==> config.mk <==
export PLATFORM = sky130hd
export DESIGN_NAME = lfo_multi
export DESIGN_NICKNAME = d
export VERILOG_FILES = /design/src/rtl/lfo_multi.sv
export SDC_FILE = /design/constraint.sdc
export NUM_CORES = 1
export LEC_CHECK = 0
export ABC_AREA = 1
export CELL_PAD_IN_SITES_DETAIL_PLACEMENT = 1
export CELL_PAD_IN_SITES_GLOBAL_PLACEMENT = 1
export CORE_AREA = 8 8 233 179
export DETAILED_ROUTE_END_ITERATION = 12
export DIE_AREA = 0 0 241 187
export GPL_ROUTABILITY_DRIVEN = 0
export HOLD_SLACK_MARGIN = 0.15
export PLACE_DENSITY = 0.77
export SLEW_MARGIN = 5
export SYNTH_ARGS = -nofsm -noshare
export SYNTH_HDL_FRONTEND = slang
export SYNTH_SLANG_ARGS = --single-unit
==> constraint.sdc <==
create_clock -name clk -period 13.6 [get_ports clk]
set_input_delay 2.04 -clock clk [delete_from_list [all_inputs] [get_ports clk]]
set_output_delay 2.04 -clock clk [all_outputs]
set_load 0.005 [all_outputs]
==> src/rtl/lfo_multi.sv <==
// lfo_multi: multi-channel low-frequency oscillator for the modulation section.
//
// CHANNELS phase accumulators share one arithmetic datapath. Each accepted
// sample_en starts a frame that visits one channel per clock, updates its
// phase and output register, and finishes with a one-clock d_valid pulse.
//
// Ports:
//   clk          system clock, all logic on its rising edge
//   reset_n      synchronous active-low reset
//   sample_en    audio-rate strobe, starts a frame when idle
//   wave_type    3 bits per channel: square/triangle/saw/sine/random S&H
//   frequency_in FREQ_W bits per channel, phase increment per frame
//   pulse_width  OUT_W bits per channel, square threshold
//   retrig       per-channel phase reset request, latched until its slot
//   d_out        OUT_W bits per channel, registered waveform value
//   wrap         per-channel one-clock accumulator overflow pulse
//   d_valid      one-clock pulse after a complete frame
//   busy         high while a frame is in progress
module lfo_multi #(
  parameter int CHANNELS = 2,
  parameter int OUT_W    = 10,
  parameter int FREQ_W   = 10,
  parameter int PHASE_W  = 24
) (
  input  logic                         clk,
  input  logic                         reset_n,
  input  logic                         sample_en,
  input  logic [3*CHANNELS-1:0]        wave_type,
  input  logic [FREQ_W*CHANNELS-1:0]   frequency_in,
  input  logic [OUT_W*CHANNELS-1:0]    pulse_width,
  input  logic [CHANNELS-1:0]          retrig,
  output logic [OUT_W*CHANNELS-1:0]    d_out,
  output logic [CHANNELS-1:0]          wrap,
  output logic                         d_valid,
  output logic                         busy
);

  localparam int CW = (CHANNELS > 1) ? $clog2(CHANNELS) : 1;
  localparam int SW = 4 * OUT_W + 2;  // holds t*t*(3N-2t) without overflow
  localparam logic [SW-1:0] THREE_N = SW'(3) << OUT_W;
  localparam logic [CW-1:0] LAST_CH = CW'(CHANNELS - 1);

  typedef enum logic [1:0] {
    IDLE   = 2'd0,
    UPDATE = 2'd1,
    DONE   = 2'd2
  } state_t;

  state_t              state_reg, state_next;
  logic [CW-1:0]       ch_reg, ch_next;
  logic [15:0]         lfsr_reg;
  logic                d_valid_reg;
  logic [PHASE_W-1:0]  phase_reg [CHANNELS];
  logic [OUT_W-1:0]    dout_reg  [CHANNELS];
  logic [CHANNELS-1:0] pend_reg;
  logic [CHANNELS-1:0] wrap_reg;

  logic start;
  logic slot_active;
  assign start       = (state_reg == IDLE) && sample_en;
  assign slot_active = (state_reg == UPDATE);

  // Shared datapath: select the channel whose slot this is.
  logic [FREQ_W-1:0]  sel_freq;
  logic [OUT_W-1:0]   sel_pw;
  logic [2:0]         sel_wave;
  logic [PHASE_W-1:0] sel_phase;
  logic [OUT_W-1:0]   sel_dout;
  logic               sel_eff;

  assign sel_freq  = frequency_in[ch_reg*FREQ_W +: FREQ_W];
  assign sel_pw    = pulse_width[ch_reg*OUT_W +: OUT_W];
  assign sel_wave  = wave_type[ch_reg*3 +: 3];
  assign sel_phase = phase_reg[ch_reg];
  assign sel_dout  = dout_reg[ch_reg];
  assign sel_eff   = pend_reg[ch_reg] | retrig[ch_reg];

  logic [PHASE_W:0]   sum;
  logic [PHASE_W-1:0] new_phase;
  logic               carry;
  logic [OUT_W-1:0]   tap;

  assign sum       = {1'b0, sel_phase} + {{(PHASE_W+1-FREQ_W){1'b0}}, sel_freq};
  assign new_phase = sel_eff ? '0 : sum[PHASE_W-1:0];
  assign carry     = ~sel_eff & sum[PHASE_W];
  assign tap       = new_phase[PHASE_W-1 -: OUT_W];

  // Triangle: doubled tap, mirrored in the upper half (M - x == ~x).
  logic [OUT_W-1:0] tap2;
  logic [OUT_W-1:0] tri_val;
  assign tap2    = {tap[OUT_W-2:0], 1'b0};
  assign tri_val = tap[OUT_W-1] ? ~tap2 : tap2;

  // Sine: smoothstep of the triangle, t^2 (3N - 2t) / N^2.
  logic [SW-1:0]    t_ext, prod, prod_sh;
  logic [OUT_W-1:0] sine_val;
  assign t_ext    = SW'(tri_val);
  assign prod     = t_ext * t_ext * (THREE_N - (t_ext << 1));
  assign prod_sh  = prod >> (2 * OUT_W);
  assign sine_val = (|prod_sh[SW-1:OUT_W]) ? '1 : prod_sh[OUT_W-1:0];

  logic [OUT_W-1:0] wave_val;
  always_comb begin
    wave_val = '0;
    case (sel_wave)
      3'b000:  wave_val = (tap < sel_pw) ? '1 : '0;
      3'b001:  wave_val = tri_val;
      3'b010:  wave_val = tap;
      3'b011:  wave_val = sine_val;
      3'b100:  wave_val = (carry | sel_eff) ? lfsr_reg[15 -: OUT_W] : sel_dout;
      default: wave_val = '0;
    endcase
  end

  // Frame sequencer.
  always_comb begin
    state_next = state_reg;
    ch_next    = ch_reg;
    case (state_reg)
      IDLE: begin
        if (sample_en) begin
          state_next = UPDATE;
          ch_next    = '0;
        end
      end
      UPDATE: begin
        if (ch_reg == LAST_CH) begin
          state_next = DONE;
        end else begin
          ch_next = CW'(ch_reg + 1'b1);
        end
      end
      DONE:    state_next = IDLE;
      default: state_next = IDLE;
    endcase
  end

  logic lfsr_fb;
  assign lfsr_fb = lfsr_reg[15] ^ lfsr_reg[13] ^ lfsr_reg[12] ^ lfsr_reg[10];

  always_ff @(posedge clk) begin
    if (!reset_n) begin
      state_reg   <= IDLE;
      ch_reg      <= '0;
      lfsr_reg    <= 16'hACE1;
      d_valid_reg <= 1'b0;
    end else begin
      state_reg   <= state_next;
      ch_reg      <= ch_next;
      d_valid_reg <= (state_reg == DONE);
      if (start) begin
        lfsr_reg <= {lfsr_reg[14:0], lfsr_fb};
      end
    end
  end

  // Per-channel state: written only in its own slot; a retrig outside the
  // slot is held in pend until the slot consumes it.
  for (genvar gi = 0; gi < CHANNELS; gi++) begin : g_ch
    always_ff @(posedge clk) begin
      if (!reset_n) begin
        phase_reg[gi] <= '0;
        dout_reg[gi]  <= '0;
        pend_reg[gi]  <= 1'b0;
        wrap_reg[gi]  <= 1'b0;
      end else begin
        wrap_reg[gi] <= 1'b0;
        if (slot_active && (ch_reg == CW'(gi))) begin
          phase_reg[gi] <= new_phase;
          dout_reg[gi]  <= wave_val;
          pend_reg[gi]  <= 1'b0;
          wrap_reg[gi]  <= carry;
        end else if (retrig[gi]) begin
          pend_reg[gi] <= 1'b1;
        end
      end
    end

    assign d_out[gi*OUT_W +: OUT_W] = dout_reg[gi];
    assign wrap[gi]                 = wrap_reg[gi];
  end

  assign d_valid = d_valid_reg;
  assign busy    = (state_reg != IDLE);

endmodule

[After elaboration in Yosys (flattened, before gate mapping)]
Memories as Yosys holds them, arrays and structs flattened. A register that Yosys moved wholly into a read port is not among the register bits.
Cells that the tools add are included.
Storage, ports and cells
  register bits: 24
  RAM bits: 68
  bits of input ports: 51
  output and inout bits: 24
  logic and storage cells: 89
  memories: 2
Memories
  phase_reg: depth 2, bits a word 24, read ports 1, clocked after memory_dff 1, write ports 2, line 53  | logic [PHASE_W-1:0] phase_reg [CHANNELS];
  dout_reg: depth 2, bits a word 10, read ports 3, clocked after memory_dff 1, write ports 2, line 54  | logic [OUT_W-1:0] dout_reg [CHANNELS];
Cells by class
  $add $sub $neg: 3
  multiply operators: 4
  magnitude comparators: 2
  equal/unequal tests: 8
  shifts and indexed selects: 3
  multiplexer cells: 31
  bitwise gates (word level): 14
  reduce and logical (&&, ||, !) cells: 14
Operators by type and width (count)
  $mux 24: 3
  $mux 10: 6
  $pmux 10 s5: 1
  $shiftx 20x6->10: 2
  $mul 21x13->34: 1
  $add 24x10->25: 1
  $mul 10x10->20: 1
  $mux 1: 17
  $sub 12x11->13 const A: 1
  $reduce_or 12->1: 1
  $lt 10x10->1: 1
  $not 10->10: 1
  $reduce_and 2->1: 4
  $eq 3x2->1 const B: 2
  $or 1x1->1: 6
  $shiftx 6x4->3: 1
  $mul 1x3->4 const B: 1
  $mux 2: 2
  $ne 2x2->1 const B: 2
  $pmux 2 s2: 1
  $reduce_bool 2->1: 2
  $reduce_or 2->1: 2
  $eq 3x1->1 const B: 1
  $eq 3x3->1 const B: 1
  other kinds (12): 18

[Logic depth before layout (Yosys ltp)]
  depth after elaboration: 12
  depth in mapped cells: 70
  depth with buffers taken out: 65

[Worst setup path after synthesis]
OpenSTA, ideal clock, no wires.
  path kind: input-to-reg
  from: in frequency_in[16]
  to: mem dout_reg[0][0] (data pin)
  library setup time: 0.250 ns
  data arrival time: 13.555 ns
  required time: 13.350 ns
  path slack: -0.205 ns
  stages on the path: 55
  buffers on the path: 2
  path through: nand2_1 -> nand2_1 -> ha_1 -> a21oi_1 -> a21boi_0 -> nand2_1 -> nand2_1 -> nand2_2 -> nand2_1 -> nand2_2 -> nand3_4 -> buf_4 -> clkinv_1 -> ha_1 -> clkbuf_1 -> nor2_1 -> inv_1 -> fa_1 -> (+19 left out) -> fa_1 -> inv_1 -> fa_1 -> inv_1 -> ha_1 -> nand2_1 -> nor2_1 -> nand2_1 -> nor4_1 -> nand2_1 -> nand3_1 -> nand2_1 -> nor2_1 -> nand4_1 -> nand2_1 -> nand3_1 -> nand2_1 -> inv_1
RTL lines
  from (decl): line 29  | input logic [FREQ_W*CHANNELS-1:0] frequency_in,
  to (decl): line 54

==> metrics.cfg <==
[setup_path]
path_max_fanout = 9
crit_path_start_kind = input pin
crit_arrival_ns = 13.52
worstPathRequired_ns = 13.74
cpMaxStageDelayCell = fa_1
slowest_delay_ns = 0.55
path_class = in2reg
end_kind = register
path_common_cell = inv_1

[drt]
dr.first_iter.drc_count = 938
final_antenna_net_count = 0
drc = 0
routedWlPerCell_microns = 19.8
wirelength_microns = 57400
vias_per_cell = 5.25
dr_total_vias = 15229
drt-pass1-iter-count = 5

[sta]
drv_slew = 0
finalHoldViolCount = 0
setup_tns_ns = 0
timing.fmax_ghz = 0.0747
layout_min_cycle_time_ns = 13.38
finalCritPeriodShare = 0.984
finClkSkew_ns = 0.00981
max_slew.worst_pin.slew_ns = 1.00
slew_headroom = 0.332
setup_violations = 0

[yosys]
yosys-top-cells-area = fa_1, ha_1, edfxtp_1
synth_top_area_share = 0.247
yosysMostFrequentCell = nand2_1
syn_inst = 2119
ys_types = 44
ys_async_sr_fraction = 0
synth_commonest_cells = nand2_1, inv_1, nor2_1, fa_1, ha_1
netlist_area_sq_um = 16100
ys_seq_area_frac = 0.158
synth_edf_count = 68
synth-seq-cells = 93
yosysWarningCount = 0
postSynthAreaPerCell_sq_um = 7.59
synthesis.nets = 2560
synth_largest_area_cell = fa_1
ys.flop_type = edfxtp_1

[global_route]
grt_max_degree = 36
globalRouteOverflowTotal = 0
grt_util_all_layers = 0.245
grt_pass1_vias = 16646
antenna_found_initial = 1
grt_pass1_wl_microns = 88200

[floorplanning]
die_x_microns = 241
core_area_sq_um = 37900
die_area_sq_um = 45100
die_h_microns = 187
io_pins = 75
num_rows = 62
start_util = 0.425

[clock_tree]
cts_sinks = 93
clock_path_buffers = 2
clkTransAtPathRegs_ns = 0.07
cts_buffers = 9
root_buffer = clkbuf_16
cts_tree = yes
clock_latency_ns = 0.37
htreeDepth = 3

[cells_and_area]
area_growth_pct = 25.8
fillers = 4744
register_area_sq_um = 2540
layout-drive-gt1-share = 0.187
final_cell_count_no_fill = 2899
diodes = 0
multiInputGateArea_sq_um = 12600
postLayoutCoreUtil = 0.534
nNetsFinal = 2823
largest_reg_flops = 48

[place]
dp.cells = 2867
port_buffers = 74
hpwl_microns = 45800

[flow_run]
max_cap_viol_count = 0

[outcome]
status = complete, no violations

[worst_hold_path]
hold_class = reg2reg

-- area by class of cell --
class                      instances  share of cell area
clock inverter                     6             0.00328
sequential                        93               0.126
inverter                         445              0.0832
multi-input combinational       1538               0.622
timing repair buffer             295               0.121
clock buffer                      10              0.0124
tap                              512              0.0317
-- timing repair --
action	CTS	global route
resized for setup	21	184
setup endpoints to repair	20	20
setup buffers	1	13
hold buffers	0	0
pin swaps	4	85
cloned	0	2
-- worst paths after layout --
check / from / to / slack, ns / cells after the start
max reg2reg: register / dout_reg[1][8] / 1.19 / 57
max: frequency_in[16] / dout_reg[1][8] / 0.22 / 64
min reg2reg: state_reg[0] / d_valid / 0.46 / 1
min: state_reg[0] / d_valid / 0.46 / 1
-- cell usage in the layout, fill, tap and decap left out, drive strengths merged --
cell             n
nand2          490
inv            444
nor2           293
buf            221
fa             198
ha             192
nand3           83
clkdlybuf4s50   74
a21oi           73
edfxtp          68
o21ai           61
nand4           26
dfxtp           25
mux2i           18
xor2            16
nor3            14
mux2            13
xnor2           12
clkbuf          10
o21bai          10
nand3b           8
or2              6
clkinv           6
a21o             5
o211ai           5
nor4             4
a21boi           3
a31oi            3
a31o             2
a221oi           1
a211oi           1
o31ai            1
bufinv           1
-- stage by stage --
| stage | setup slack (ns) | instance area (sq um) | hold WS, ns |
|---|---|---|---|
| after global routing | -0.297 | 20200 | 0.481 |
| after CTS | -0.0147 | 19200 | 0.457 |
| after floorplan | 0.128 | 16100 | 0.422 |
| after detailed placement | -0.614 | 18800 | 0.442 |
| after global placement | -0.308 | 18800 | 0.437 |
| final | 0.221 | 20200 | 0.455 |
-- worst max-delay path: cells and delay by family --
family,cells,cell delay (ns)
XOR/XNOR,1,0.23
buffers and inverters,19,2.24
AND/OR/NAND/NOR,21,2.07
AO/OA/AOI/OAI,9,1.39
adder cells (fa/ha/maj),14,5.49
-- kinds of logic after synthesis --
kind of cell	Yosys count	synth area share
xor gates and xnor gates	28	0.0169
and+or+nand+nor	924	0.234
DFF	93	0.158
AOI/OAI and AO/OA	165	0.0571
adders and majority gates	390	0.396
muxes	31	0.0203
buffers and inverters	488	0.118
-- per-layer routing --
| layer | up-vias | track usage | wire length, microns |
|---|---|---|---|
| met3 | 99 | 0.0610 | 3670 |
| met4 | 2 | 0.0459 | 1240 |
| met2 | 395 | 0.399 | 27300 |
| met5 | - | 0 | 13 |
| li1 | 7043 | - | - |
| met1 | 7690 | 0.329 | 25200 |
Power is not shown: default switching activity piles up to over one toggle a cycle in this logic, so the estimate is an artifact.
